===== src/rtl/jk_counter_pkg.sv =====
// Shared constants and JK excitation helper for the JK-cell counter.
package jk_counter_pkg;

    localparam logic DIR_UP   = 1'b1;
    localparam logic DIR_DOWN = 1'b0;

    function automatic logic [1:0] jk_excite(input logic q_bit, input logic next_bit);
        logic t;
        t = q_bit ^ next_bit;
        return {t, t};
    endfunction

endpackage


===== src/rtl/jk_ff.sv =====
// Positive-edge JK flip-flop, async active-high reset to 0.
module jk_ff (
    input  logic clk,
    input  logic reset,
    input  logic j,
    input  logic k,
    output logic q
);

    always_ff @(posedge clk or posedge reset) begin
        if (reset) begin
            q <= 1'b0;
        end else begin
            unique case ({j, k})
                2'b00: q <= q;
                2'b10: q <= 1'b1;
                2'b01: q <= 1'b0;
                2'b11: q <= ~q;
            endcase
        end
    end

endmodule


===== src/rtl/jk_sync_counter.sv =====
// Modulo-N up/down counter built from JK cells, with sticky wrap flag.
// Optional parallel load enabled by defining JK_COUNTER_LOAD_EN.
module jk_sync_counter
    import jk_counter_pkg::*;
#(
    parameter int WIDTH   = 4,
    parameter int MODULUS = 10
) (
    input  logic             clk,
    input  logic             reset,
    input  logic             en,
    input  logic             up,
`ifdef JK_COUNTER_LOAD_EN
    input  logic             load,
    input  logic [WIDTH-1:0] d,
`endif
    input  logic             clr_flag,
    output logic [WIDTH-1:0] q,
    output logic             tc,
    output logic             wrapped
);

    if (MODULUS < 2 || MODULUS > (1 << WIDTH)) begin : g_bad_modulus
        $error("jk_sync_counter: MODULUS out of range for WIDTH");
    end

    localparam logic [WIDTH-1:0] MAX_Q = WIDTH'(MODULUS - 1);
    localparam logic [WIDTH:0]   MOD_W = (WIDTH + 1)'(MODULUS);

    logic [WIDTH-1:0] nxt;
    logic [WIDTH-1:0] j;
    logic [WIDTH-1:0] k;
    logic             load_act;
    logic             wrap_set;

`ifdef JK_COUNTER_LOAD_EN
    assign load_act = load;
`else
    assign load_act = 1'b0;
`endif

    assign tc = en & (((up == DIR_UP) & (q == MAX_Q)) |
                      ((up == DIR_DOWN) & (q == '0)));

    assign wrap_set = tc & ~load_act;

    always_comb begin
        nxt = q;
`ifdef JK_COUNTER_LOAD_EN
        if (load) begin
            nxt = ({1'b0, d} < MOD_W) ? d : MAX_Q;
        end else
`endif
        if (en) begin
            if (up == DIR_UP) begin
                nxt = (q >= MAX_Q) ? '0 : q + 1'b1;
            end else begin
                // Out-of-range states (only reachable via load) recover to the top.
                nxt = (q == '0 || {1'b0, q} >= MOD_W) ? MAX_Q : q - 1'b1;
            end
        end
    end

    always_comb begin
        j = '0;
        k = '0;
        for (int i = 0; i < WIDTH; i++) begin
            {j[i], k[i]} = jk_excite(q[i], nxt[i]);
        end
    end

    for (genvar i = 0; i < WIDTH; i++) begin : g_cell
        jk_ff u_ff (
            .clk  (clk),
            .reset(reset),
            .j    (j[i]),
            .k    (k[i]),
            .q    (q[i])
        );
    end

    always_ff @(posedge clk or posedge reset) begin
        if (reset) begin
            wrapped <= 1'b0;
        end else if (wrap_set) begin
            wrapped <= 1'b1;
        end else if (clr_flag) begin
            wrapped <= 1'b0;
        end
    end

endmodule


===== config.mk =====
export PLATFORM = sky130hd
export DESIGN_NAME = jk_sync_counter
export DESIGN_NICKNAME = d
export VERILOG_FILES = /design/src/rtl/jk_counter_pkg.sv /design/src/rtl/jk_ff.sv /design/src/rtl/jk_sync_counter.sv
export SDC_FILE = /design/constraint.sdc
export NUM_CORES = 1
export LEC_CHECK = 0
export ABC_AREA = 1
export CELL_PAD_IN_SITES_DETAIL_PLACEMENT = 0
export CELL_PAD_IN_SITES_GLOBAL_PLACEMENT = 1
export CORE_MARGIN = 2
export CORE_UTILIZATION = 36
export CTS_CLUSTER_DIAMETER = 40
export CTS_CLUSTER_SIZE = 28
export DETAILED_ROUTE_END_ITERATION = 8
export PLACE_DENSITY = 0.76
export SLEW_MARGIN = 20
export SYNTH_ARGS = -nofsm -noshare
export SYNTH_HDL_FRONTEND = slang
export SYNTH_SLANG_ARGS = --single-unit

===== constraint.sdc =====
create_clock -name clk -period 1.9 [get_ports clk]
set_input_delay 0.285 -clock clk [delete_from_list [all_inputs] [get_ports clk]]
set_output_delay 0.285 -clock clk [all_outputs]
set_load 0.005 [all_outputs]

==> impl_metrics.csv <==
group,metric,value,unit
run_status,status,"finished, final reports clean",
global_route,antenna_found_initial,0,
timing,setup_tns,0,ps
die,chipHeight,45.5,um
logic_synthesis,synth_nets,97,
critical_path,cp-end-kind,"flip-flop",
critical_path,rrSetupSlack,120,ps
finish,fillers,178,
logic_synthesis,syn_area_per_cell,7.48,um^2
timing,rsz0062_at_grt,"false",
placement,routabilityCongestion,0.753,
die,die_x,45.5,um
timing,setup_violations,0,
routing,vias,572,
pwr,seqPwrFrac,20.0,%
cts,hold_buffers,0,
cts,cts_buffer_depth,2,
pwr,switchingPower,0.000650,W
pwr,p_sw_share,47.0,%
timing,relSlewSlack,77.6,%
finish,finalNetCount,117,
pwr,p_int,0.000732,W
timing,fin_skew,0.212,ps
logic_synthesis,netlist_top_cells_count,"nand2_1 (19), ha_1 (9), inv_1 (9)",
die,io_pins,11,
timing,min_period,1780,ps
die,core.rowCount,15,
finish,num_antenna_cells,0,
die,dieArea,2070,um^2
finish,area.sequential,128,um^2
finish,multi_input_area,435,um^2
logic_synthesis,synth_top_area_cell,"dfrtp_1",
placement,hpwlAfterDp,1000,um
critical_path,required,2070,ps
placement,port_buffers,10,
logic_synthesis,yosys.area_share.adder,18.1,%
critical_path,crit_slowest_cell,"dfrtp_2",
routing,wl_per_cell,11.1,um
pwr,clock_power_share,9.1,%
critical_path,worst_path_largest_cell_delay,430,ps
routing,drt_iter0_markers,15,
pwr,p_leak,0.421,nW
cts,clk_pin_slew,40,ps
logic_synthesis,synth-simple-area-share,32.3,%
logic_synthesis,synth_flop_cell,"dfrtp_1",
logic_synthesis,synth_xor_area_share,2.82,%
pwr,ir_drop,1.03,mV
logic_synthesis,synth-seq-cells,5,
logic_synthesis,async_flop_share,100,%
die,core,1670,um^2
routing,first_pass_iters,4,
cts,cts_buffers,3,
critical_path,worst-path-buf-inv,2,
timing,hold_slack,242,ps
worst_hold_path,hold_path_class,"primary input to asynchronous set/reset pin",
routing,antenna_left,0,
global_route,grt_max_degree,12,
logic_synthesis,synth_top_family_by_area,"simple AND/OR/NAND/NOR gates",
logic_synthesis,synth_edf_count,0,
timing,hold_viol_final,0,
routing,highest_layer,"met4",
cts,cts_sinks,5,
critical_path,cp-start-kind,"flip-flop",
logic_synthesis,yosysWarnings,0,
critical_path,cp_top_family,"adder cells",
critical_path,crit_fanout,6,
cts,clk_latency,240,ps
routing,drc_errors,0,
finish,area_delta_synth_final,34.7,%
routing,vias_per_cell,4.81,
routing,wl_met3,33,um
logic_synthesis,synth_top_area_share,20.2,%
pwr,power_frac_comb,70.9,%
routing,routed_wl,1320,um
timing,min_period_over_period,93.4,%
global_route,grt_pass1_wl,2300,um
logic_synthesis,synth_cells,83,
logic_synthesis,synth.most_common_cell,"nand2_1",
global_route,grt_usage,15.9,%
logic_synthesis,synthDistinctLibCells,21,
global_route,overflow,0,
logic_synthesis,synth_area_leaders,"dfrtp_1 (20%), ha_1 (18%), nand2_1 (11%)",
finish,drive_above_1_share,36.3,%
logic_synthesis,synth_mux_area_share,0,%
routing,routed-wl-met2,652,um
die,start_util,37.2,%
critical_path,setup.worst_path.class,"flip-flop to flip-flop",
cts,cts_root_buffer,"clkbuf_4",
logic_synthesis,syn_area,621,um^2
job,maxCapViolations,0,
logic_synthesis,synth_compound_area_share,11.7,%
routing,m1WireLength,626,um
timing,tightest_slew,337,ps
critical_path,critPathArrivalTime,1940,ps
global_route,grt_pass1_vias,510,
pwr,powerDensity,1650,nW/um^2
critical_path,worstPathCellList,"buf_6 > buf_4 > ha_1 > xor2_1 > nand3_1 > nand3_2 > nand2_2 > ha_4 > nand2_1 > o21ai_1",
cts,cts_tree,"yes",
timing,clock.fmax,563,MHz
cts,cts_max_level,1,
logic_synthesis,synth-seq-area-share,20.2,%
timing,slew_viol_final,0,
## registers in the layout, summed over array words and instances, names as in the netlist
| name | cells |
|---|---|
| g_cell.u_ff.q | 4 |
| wrapped | 1 |
## cells in the final DEF, fill, tap and decap left out, drive strengths merged
cell | netlist | layout
nand3 | 10 | 10
inv | 10 | 10
nand4 | 1 | 1
clkdlybuf4s50 | 0 | 9
o21bai | 1 | 1
buf | 6 | 11
o21ai | 8 | 8
nand3b | 1 | 1
nor2 | 5 | 5
a31oi | 1 | 1
ha | 9 | 9
clkbuf | 0 | 4
xor2 | 2 | 2
dfrtp | 5 | 5
nand2 | 24 | 24
dlygate4sd2 | 0 | 1
## metal layers
| layer | vias up | GRT usage [%] |
|---|---|---|
| li1 | 306 | - |
| met1 | 254 | 21.8 |
| met2 | 10 | 23.7 |
| met3 | 2 | 3.57 |
| met4 | 0 | 7.06 |
| met5 | - | 0 |
## metrics by stage
| step | area, um^2 | util, % | total power (W) | setup WS [ps] | cells |
|---|---|---|---|---|---|
| floorplan | 621 | - | 0.000912 | 126 | 83 |
| global placement | 749 | 44.9 | 0.00111 | 30.0 | 112 |
| global route | 836 | 50.0 | 0.00154 | 0.0788 | 119 |
| detailed placement | 749 | 44.9 | 0.00112 | 31.2 | 112 |
| CTS | 801 | 47.9 | 0.00131 | 14.0 | 119 |
| finish | 836 | 50.0 | 0.00138 | 125 | 119 |
## logic make-up after synthesis
group / Yosys count
AO/OA/AOI/OAI: 10
buffers and inverters: 16
AND/OR/NAND/NOR: 41
flip-flops: 5
adder cells (fa/ha/maj): 9
XOR/XNOR: 2
## what timing repair did
item,CTS,global route
endpoints found under the setup margin,1,4
resized for setup,5,10
pin swaps,1,7
setup buffers,3,0
## power groups by stage
stage | combinational, W | clock, W | sequential (W)
floorplan | 0.000681 | 0 | 0.000231
global placement | 0.000847 | 0 | 0.000258
detailed placement | 0.000859 | 0 | 0.000261
CTS | 0.000915 | 0.000132 | 0.000265
global route | 0.00112 | 0.000135 | 0.000285
finish | 0.000980 | 0.000126 | 0.000277
## worst register-to-register path: cells and delay by family (launching register included)
kind,cells,cell delay (ps)
xor gates and xnor gates,1,170
AOI/OAI and AO/OA,1,80
buffers and inverters,2,260
adders and majority gates,2,460
DFF,1,430
and+or+nand+nor,4,290
## worst paths after layout
| path | depth (start not counted) | from | endpoint |
|---|---|---|---|
| min in group clk | 2 | wrapped$_DFFE_PP0P_ | wrapped$_DFFE_PP0P_ |
| min reg2reg | 2 | wrapped$_DFFE_PP0P_ | wrapped$_DFFE_PP0P_ |
| max in group asynchronous | 2 | reset | g_cell[0].u_ff.q$_DFFE_PP0P_ |
| max reg2reg | 10 | g_cell[0].u_ff.q$_DFFE_PP0P_ | g_cell[2].u_ff.q$_DFFE_PP0P_ |
| min | 2 | reset | g_cell[2].u_ff.q$_DFFE_PP0P_ |
| max | 10 | g_cell[0].u_ff.q$_DFFE_PP0P_ | g_cell[2].u_ff.q$_DFFE_PP0P_ |
## final cells by class
type	count	area share, %
clock buffers	4	3.14
multi-input cells	62	52.1
flip-flops and latches	5	15.3
well taps	17	2.54
repair buffers	21	22.2
inverters	10	4.79
Note: power is estimated with default switching activity, not from simulation.
